===== config.mk =====
export PLATFORM = sky130hd
export DESIGN_NAME = mac_accum_stage
export DESIGN_NICKNAME = d
export VERILOG_FILES = /design/src/rtl/mac_pkg.sv /design/src/rtl/arrmultip.sv /design/src/rtl/mac_accum_stage.sv
export SDC_FILE = /design/constraint.sdc
export NUM_CORES = 1
export LEC_CHECK = 0
export BUFFER_PORTS_ARGS = -buffer_cell sky130_fd_sc_hd__buf_4
export CAP_MARGIN = 20
export CORE_MARGIN = 2
export CORE_UTILIZATION = 59
export CTS_BUF_LIST = sky130_fd_sc_hd__clkbuf_4
export DETAILED_ROUTE_END_ITERATION = 10
export GPL_TIMING_DRIVEN = 0
export PLACE_DENSITY_LB_ADDON = 0.3
export SLEW_MARGIN = 15
export SYNTH_ARGS = -nofsm -noshare
export SYNTH_HDL_FRONTEND = slang
export SYNTH_HIERARCHICAL = 1
export SYNTH_SLANG_ARGS = --single-unit

===== constraint.sdc =====
create_clock -name clk -period 5.1 [get_ports clk]
set_input_delay 0.51 -clock clk [delete_from_list [all_inputs] [get_ports clk]]
set_output_delay 0.51 -clock clk [all_outputs]
set_load 0.03 [all_outputs]

===== src/rtl/mac_pkg.sv =====
// mac_pkg: shared FSM state type and operand/product widths for the MAC stage
// Contents: state_t {IDLE, ACCUM, FLUSH, DONE}; OP_W (operand width); PROD_W (product width)
package mac_pkg;
    localparam int OP_W   = 4;
    localparam int PROD_W = 8;
    typedef enum logic [1:0] {IDLE, ACCUM, FLUSH, DONE} state_t;
endpackage


===== src/rtl/arrmultip.sv =====
// arrmultip: combinational unsigned array multiplier, OP_W x OP_W -> PROD_W
// Ports: inp1 (multiplicand), inp2 (multiplier), product (unsigned product)
module arrmultip
    import mac_pkg::*;
(
    input  logic [OP_W-1:0]   inp1,
    input  logic [OP_W-1:0]   inp2,
    output logic [PROD_W-1:0] product
);
    logic [PROD_W-1:0] row [OP_W+1];
    assign row[0] = '0;
    // Each row adds the shifted partial product selected by one multiplier bit.
    for (genvar i = 0; i < OP_W; i++) begin : g_row
        assign row[i+1] = row[i] + ({{(PROD_W-OP_W){1'b0}}, inp1 & {OP_W{inp2[i]}}} << i);
    end
    assign product = row[OP_W];
endmodule


===== src/rtl/mac_accum_stage.sv =====
// mac_accum_stage: valid/ready burst multiply-accumulate of 4-bit operand pairs
// Ports: clk, rst (async, active-high); in_valid/in_ready/in_a/in_b/in_last (operand beats);
//        out_valid/out_ready/out_acc/out_cnt/out_ovf (burst result)
// Build option: MAC_SATURATE_EN clamps acc to all-ones on overflow; otherwise acc wraps.
module mac_accum_stage
    import mac_pkg::*;
#(
    parameter int ACC_W = 12,
    parameter int CNT_W = 4
) (
    input  logic             clk,
    input  logic             rst,
    input  logic             in_valid,
    output logic             in_ready,
    input  logic [OP_W-1:0]  in_a,
    input  logic [OP_W-1:0]  in_b,
    input  logic             in_last,
    output logic             out_valid,
    input  logic             out_ready,
    output logic [ACC_W-1:0] out_acc,
    output logic [CNT_W-1:0] out_cnt,
    output logic             out_ovf
);
    state_t            state_q, state_d;
    logic [OP_W-1:0]   a_q, b_q;
    logic              p_vld_q;
    logic [ACC_W-1:0]  acc_q, acc_d;
    logic [CNT_W-1:0]  cnt_q, cnt_d;
    logic              ovf_q, ovf_d;
    logic [PROD_W-1:0] prod;
    logic [ACC_W:0]    sum;
    logic              accept;

    arrmultip u_mult (.inp1(a_q), .inp2(b_q), .product(prod));

    assign in_ready  = (state_q == IDLE) || (state_q == ACCUM);
    assign out_valid = (state_q == DONE);
    assign accept    = in_valid && in_ready;
    assign out_acc   = acc_q;
    assign out_cnt   = cnt_q;
    assign out_ovf   = ovf_q;
    // Extra top bit of sum is the carry that flags overflow.
    assign sum       = {1'b0, acc_q} + {{(ACC_W+1-PROD_W){1'b0}}, prod};

    always_comb begin
        state_d = state_q;
        acc_d   = acc_q;
        cnt_d   = cnt_q;
        ovf_d   = ovf_q;
        if (p_vld_q) begin
`ifdef MAC_SATURATE_EN
            acc_d = sum[ACC_W] ? '1 : sum[ACC_W-1:0];
`else
            acc_d = sum[ACC_W-1:0];
`endif
            ovf_d = ovf_q | sum[ACC_W];
            cnt_d = (cnt_q == '1) ? cnt_q : cnt_q + 1'b1;
        end
        case (state_q)
            IDLE:    state_d = accept ? (in_last ? FLUSH : ACCUM) : IDLE;
            ACCUM:   state_d = (accept && in_last) ? FLUSH : ACCUM;
            FLUSH:   state_d = DONE;
            default: begin
                if (out_ready) begin
                    state_d = IDLE;
                    acc_d   = '0;
                    cnt_d   = '0;
                    ovf_d   = 1'b0;
                end
            end
        endcase
    end

    always_ff @(posedge clk or posedge rst) begin
        if (rst) begin
            state_q <= IDLE;
            a_q     <= '0;
            b_q     <= '0;
            p_vld_q <= 1'b0;
            acc_q   <= '0;
            cnt_q   <= '0;
            ovf_q   <= 1'b0;
        end else begin
            state_q <= state_d;
            p_vld_q <= accept;
            acc_q   <= acc_d;
            cnt_q   <= cnt_d;
            ovf_q   <= ovf_d;
            if (accept) begin
                a_q <= in_a;
                b_q <= in_b;
            end
        end
    end
endmodule


==> PnR_summary.wiki <==
{| class="wikitable"
! Metric !! Value
|-
| Number of inserted diodes || 0
|-
| Post-route DRC violation count || 0
|-
| Synth Area in Simple Gates || 0.1449
|-
| Vias per cell || 5.578
|-
| DPL Wire Length || 3.039 mm
|-
| Outcome || finished, final reports clean
|-
| GRT Max-Usage Layer || met2
|-
| Number of clock buffers inserted by TritonCTS || 3
|-
| Number of hold-repair buffers added at the cts stage || 0
|-
| Transition time of the tightest slew-check pin || 0.5684 ns
|-
| Mean instance size in the synthesized netlist || 10.02 µm²
|-
| Dominant cell type by area after synthesis || dfrtp_1
|-
| Number of rows in the core area || 21
|-
| Total track usage || 0.2085
|-
| Data arrival, critical path || 4.62 ns
|-
| Post-cts gate resize count || 0
|-
| Max Cap Viol || 0
|-
| Most repeated cell in the gate-level netlist after synthesis || dfrtp_1
|-
| Post-synthesis sequential element count || 28
|-
| Met2 layer usage reported by global route || 0.3573
|-
| Vias || 1,573
|-
| Layout cell share with drive strength beyond 1 || 0.2119
|-
| Met3 track demand over resource || 0.03080
|-
| Iteration count of the initial detailed-routing pass || 4
|-
| Syn_nets || 243
|-
| Syn-to-layout area delta || 16.55%
|-
| Sum of overflow across all layers after global routing || 0
|-
| Cell-by-cell trace of the critical path || and2_1 -> fa_1 -> inv_1 -> fa_1 -> inv_1 -> ha_1 -> fa_1 -> a21o_1 -> a21oi_2 -> xnor2_1 -> ha_1 -> a211o_1 -> a221oi_1 -> a211oi_1 -> mux2i_1
|-
| Xor-xnor portion of the synthesized cell area || 0.03061
|-
| Arithmetic-cell share of the synthesized area counting full adders, half adders and majority gates || 0.2099
|-
| Slew headroom || 0.6211
|-
| Top-area cell type share of the netlist area || 0.3498
|-
| Number of warnings printed during yosys synthesis || 6
|-
| Crit Path Category || reg2reg
|-
| Worst R2R Start || a_q[0]
|-
| Number of DRC markers after the initial detailed-route iteration || 87
|-
| Leading post-synthesis cells by cell area || dfrtp_1, ha_1, fa_1, mux2_2, and2_1
|-
| Number of I/O port buffers || 31
|-
| CP startpoint kind || flop
|-
| Clk sink count || 28
|-
| Aggregate negative setup slack || 0 ns
|-
| Leading post-synthesis cells by instance count || dfrtp_1, ha_1, nand2_1, and2_1
|-
| Maximum number of buffers from clock root to sink || 2
|-
| Ports || 32
|-
| Clock transition at the registers of the reported paths || 0.16 ns
|-
| Max Freq || 227.7 MHz
|-
| Final period util || 0.8611
|-
| Initial Utilization || 0.6051
|-
| Count of fill cells added during filler insertion || 276
|-
| Critical path capture point type || flop
|-
| Pin count of the biggest net entering global routing || 29
|-
| Crit-path most repeated cell || fa_1
|-
| Clock latency on the worst-skew pair || 0.33 ns
|-
| Routability congestion estimate from global placement || 0.8302
|-
| Worst-path maximum fanout || 6
|-
| Fraction of synthesis flops using an asynchronous set or reset pin || 1.000
|-
| Synth Area in Compound Gates || 0.1724
|-
| End of the worst register-to-register path || out_acc[8]
|-
| Setup violators final || 0
|-
| Number of buffers inserted to repair setup after CTS || 0
|-
| Met1 capacity usage during global routing || 0.2861
|-
| Depth of the CTS H-tree || 1
|-
| DRT Wirelength || 3.782 mm
|-
| Final critical delay including setup and external delays || roughly 4.4 ns
|-
| CTS tree || done
|-
| Required time of the critical path || 5.33 ns
|-
| Unrepaired setup endpoints after global routing || no
|-
| Cell with the largest stage delay on the worst path || fa_1
|-
| Post-DR wirelength/cell || 13.41 µm
|-
| Area inside the core boundary || around 0.0033 mm²
|-
| Flop-to-flop setup slack || a little over 0.7 ns
|-
| Largest family of logic cells by synthesized area || adder cells
|-
| Global-route wire length before repair || 6.610 mm
|-
| Fin. max-slew vios || 0
|-
| Count of cells along the worst register-to-register path || 15
|-
| Slowest Stage Delay on Critical Path || 0.53 ns
|-
| Number of flops mapped to enable cells by yosys || 0
|-
| Root buffer cell || clkbuf_4
|-
| Number of different library cells in the post-synthesis netlist || 38
|-
| Floorplan die area || 0.003878 mm²
|-
| Mux share of post-synthesis cell area || 0.05996
|-
| Final Net Count || 280
|-
| DRT antenna net count || 0
|-
| Netlist area before placement || 0.002003 mm²
|-
| Antenna violations before repair || 0
|-
| Count of final hold-check violations || 0
|-
| HP Class || in2async
|-
| Width of the die || 62.27 µm
|-
| Die span in y || a little over 60 µm
|-
| Clock tree skew after final layout || between 0.006 and 0.007 ns
|-
| Synthesized instance count || 200
|-
| Vias in the first global route || 1,496
|-
| Most frequently used flop master after synthesis || dfrtp_1
|-
| Proportion of synthesized chip area in sequential cells || 0.3498
|}
[kinds of logic (layout without fill, tap and decap cells)]
| logic type | Yosys count | after routing |
|---|---|---|
| flops | 28 | 28 |
| xor+xnor | 7 | 7 |
| compound gates | 50 | 50 |
| mux | 11 | 11 |
| fa+ha+maj | 30 | 30 |
| simple gates | 57 | 57 |
| buf+inv | 17 | 53 |
[cell type report]
class | count | area [µm²] | share of cell area
clock buffer | 3 | 22.52 | 0.009646
timing repair buffer | 32 | 247.7 | 0.1061
tap | 46 | 57.56 | 0.02465
buffer | 5 | 20.02 | 0.008574
inverter | 12 | 45.04 | 0.01929
clock inverter | 1 | 3.754 | 0.001608
multi-input combinational | 155 | 1237 | 0.5300
sequential | 28 | 700.7 | 0.3001
[how the worst max path moves through the flow]
stage	start	endpoint	slack, ns	depth (start not counted)
2_1_floorplan	a_q[0]	out_acc[8]	1.10	15
3_3_place_gp	a_q[0]	out_acc[10]	0.77	15
3_5_place_dp	a_q[0]	out_acc[8]	0.73	15
4_1_cts	a_q[0]	out_acc[8]	0.70	15
5_1_grt	a_q[0]	out_acc[10]	0.48	15
6_report	a_q[0]	out_acc[8]	0.71	15
[flip-flops by register name, summed over array words and instances, names as in the netlist]
signal	count
out_acc	12
p_vld_q	1
state_q	2
a_q	4
b_q	4
out_ovf	1
out_cnt	4
[cell usage in the layout, fill, tap and decap left out, types with 2 or more instances in the layout]
cell       n
or2_2      2
inv_1     11
a211o_1    2
clkbuf_4   3
nand2_1   16
a2111o_1   2
o21ai_0    8
nor2_1     7
mux2i_1    3
clkinv_1   2
o31ai_1    2
clkbuf_1   4
ha_1      24
dfrtp_1   28
a21o_2     2
nor3_1     3
xor2_1     3
nand3_1    9
fa_1       6
a21oi_1   12
a211oi_1   5
xnor2_1    4
a31oi_1    3
a221oi_1   2
and4_1     2
buf_4     31
a21o_1     6
mux2_2     8
and2_1    13
[metrics by stage]
stage          hold slack, ns    util  setup slack (ns)  std cells  instance area, µm²
2_1_floorplan          0.5134       -             1.105        200                2003
3_3_place_gp           0.4629  0.6927            0.7720        277                2293
3_5_place_dp           0.4854  0.6927            0.7301        277                2293
4_1_cts                0.3970  0.7007            0.6957        281                2320
5_1_grt                0.1286  0.7052            0.4790        282                2335
6_report               0.1207  0.7052            0.7085        282                2335
[metal layers]
metal  up-vias  share of wire
li1        794              -
met1       739           0.46
met2        38           0.50
met3         2          0.043
met4         0         0.0040
met5         -              0
[critical path, delay by kind of cell, from the launching register on]
family | cells | cell delay, ns
AOI/OAI and AO/OA | 5 | 1.26
buffers and inverters | 2 | 0.10
xor gates and xnor gates | 1 | 0.15
and+or+nand+nor | 1 | 0.19
muxes | 1 | 0.15
adders and majority gates | 5 | 2.01
DFF | 1 | 0.44
Power is not shown: default switching activity piles up to over one toggle a cycle in this logic, so the estimate is an artifact.
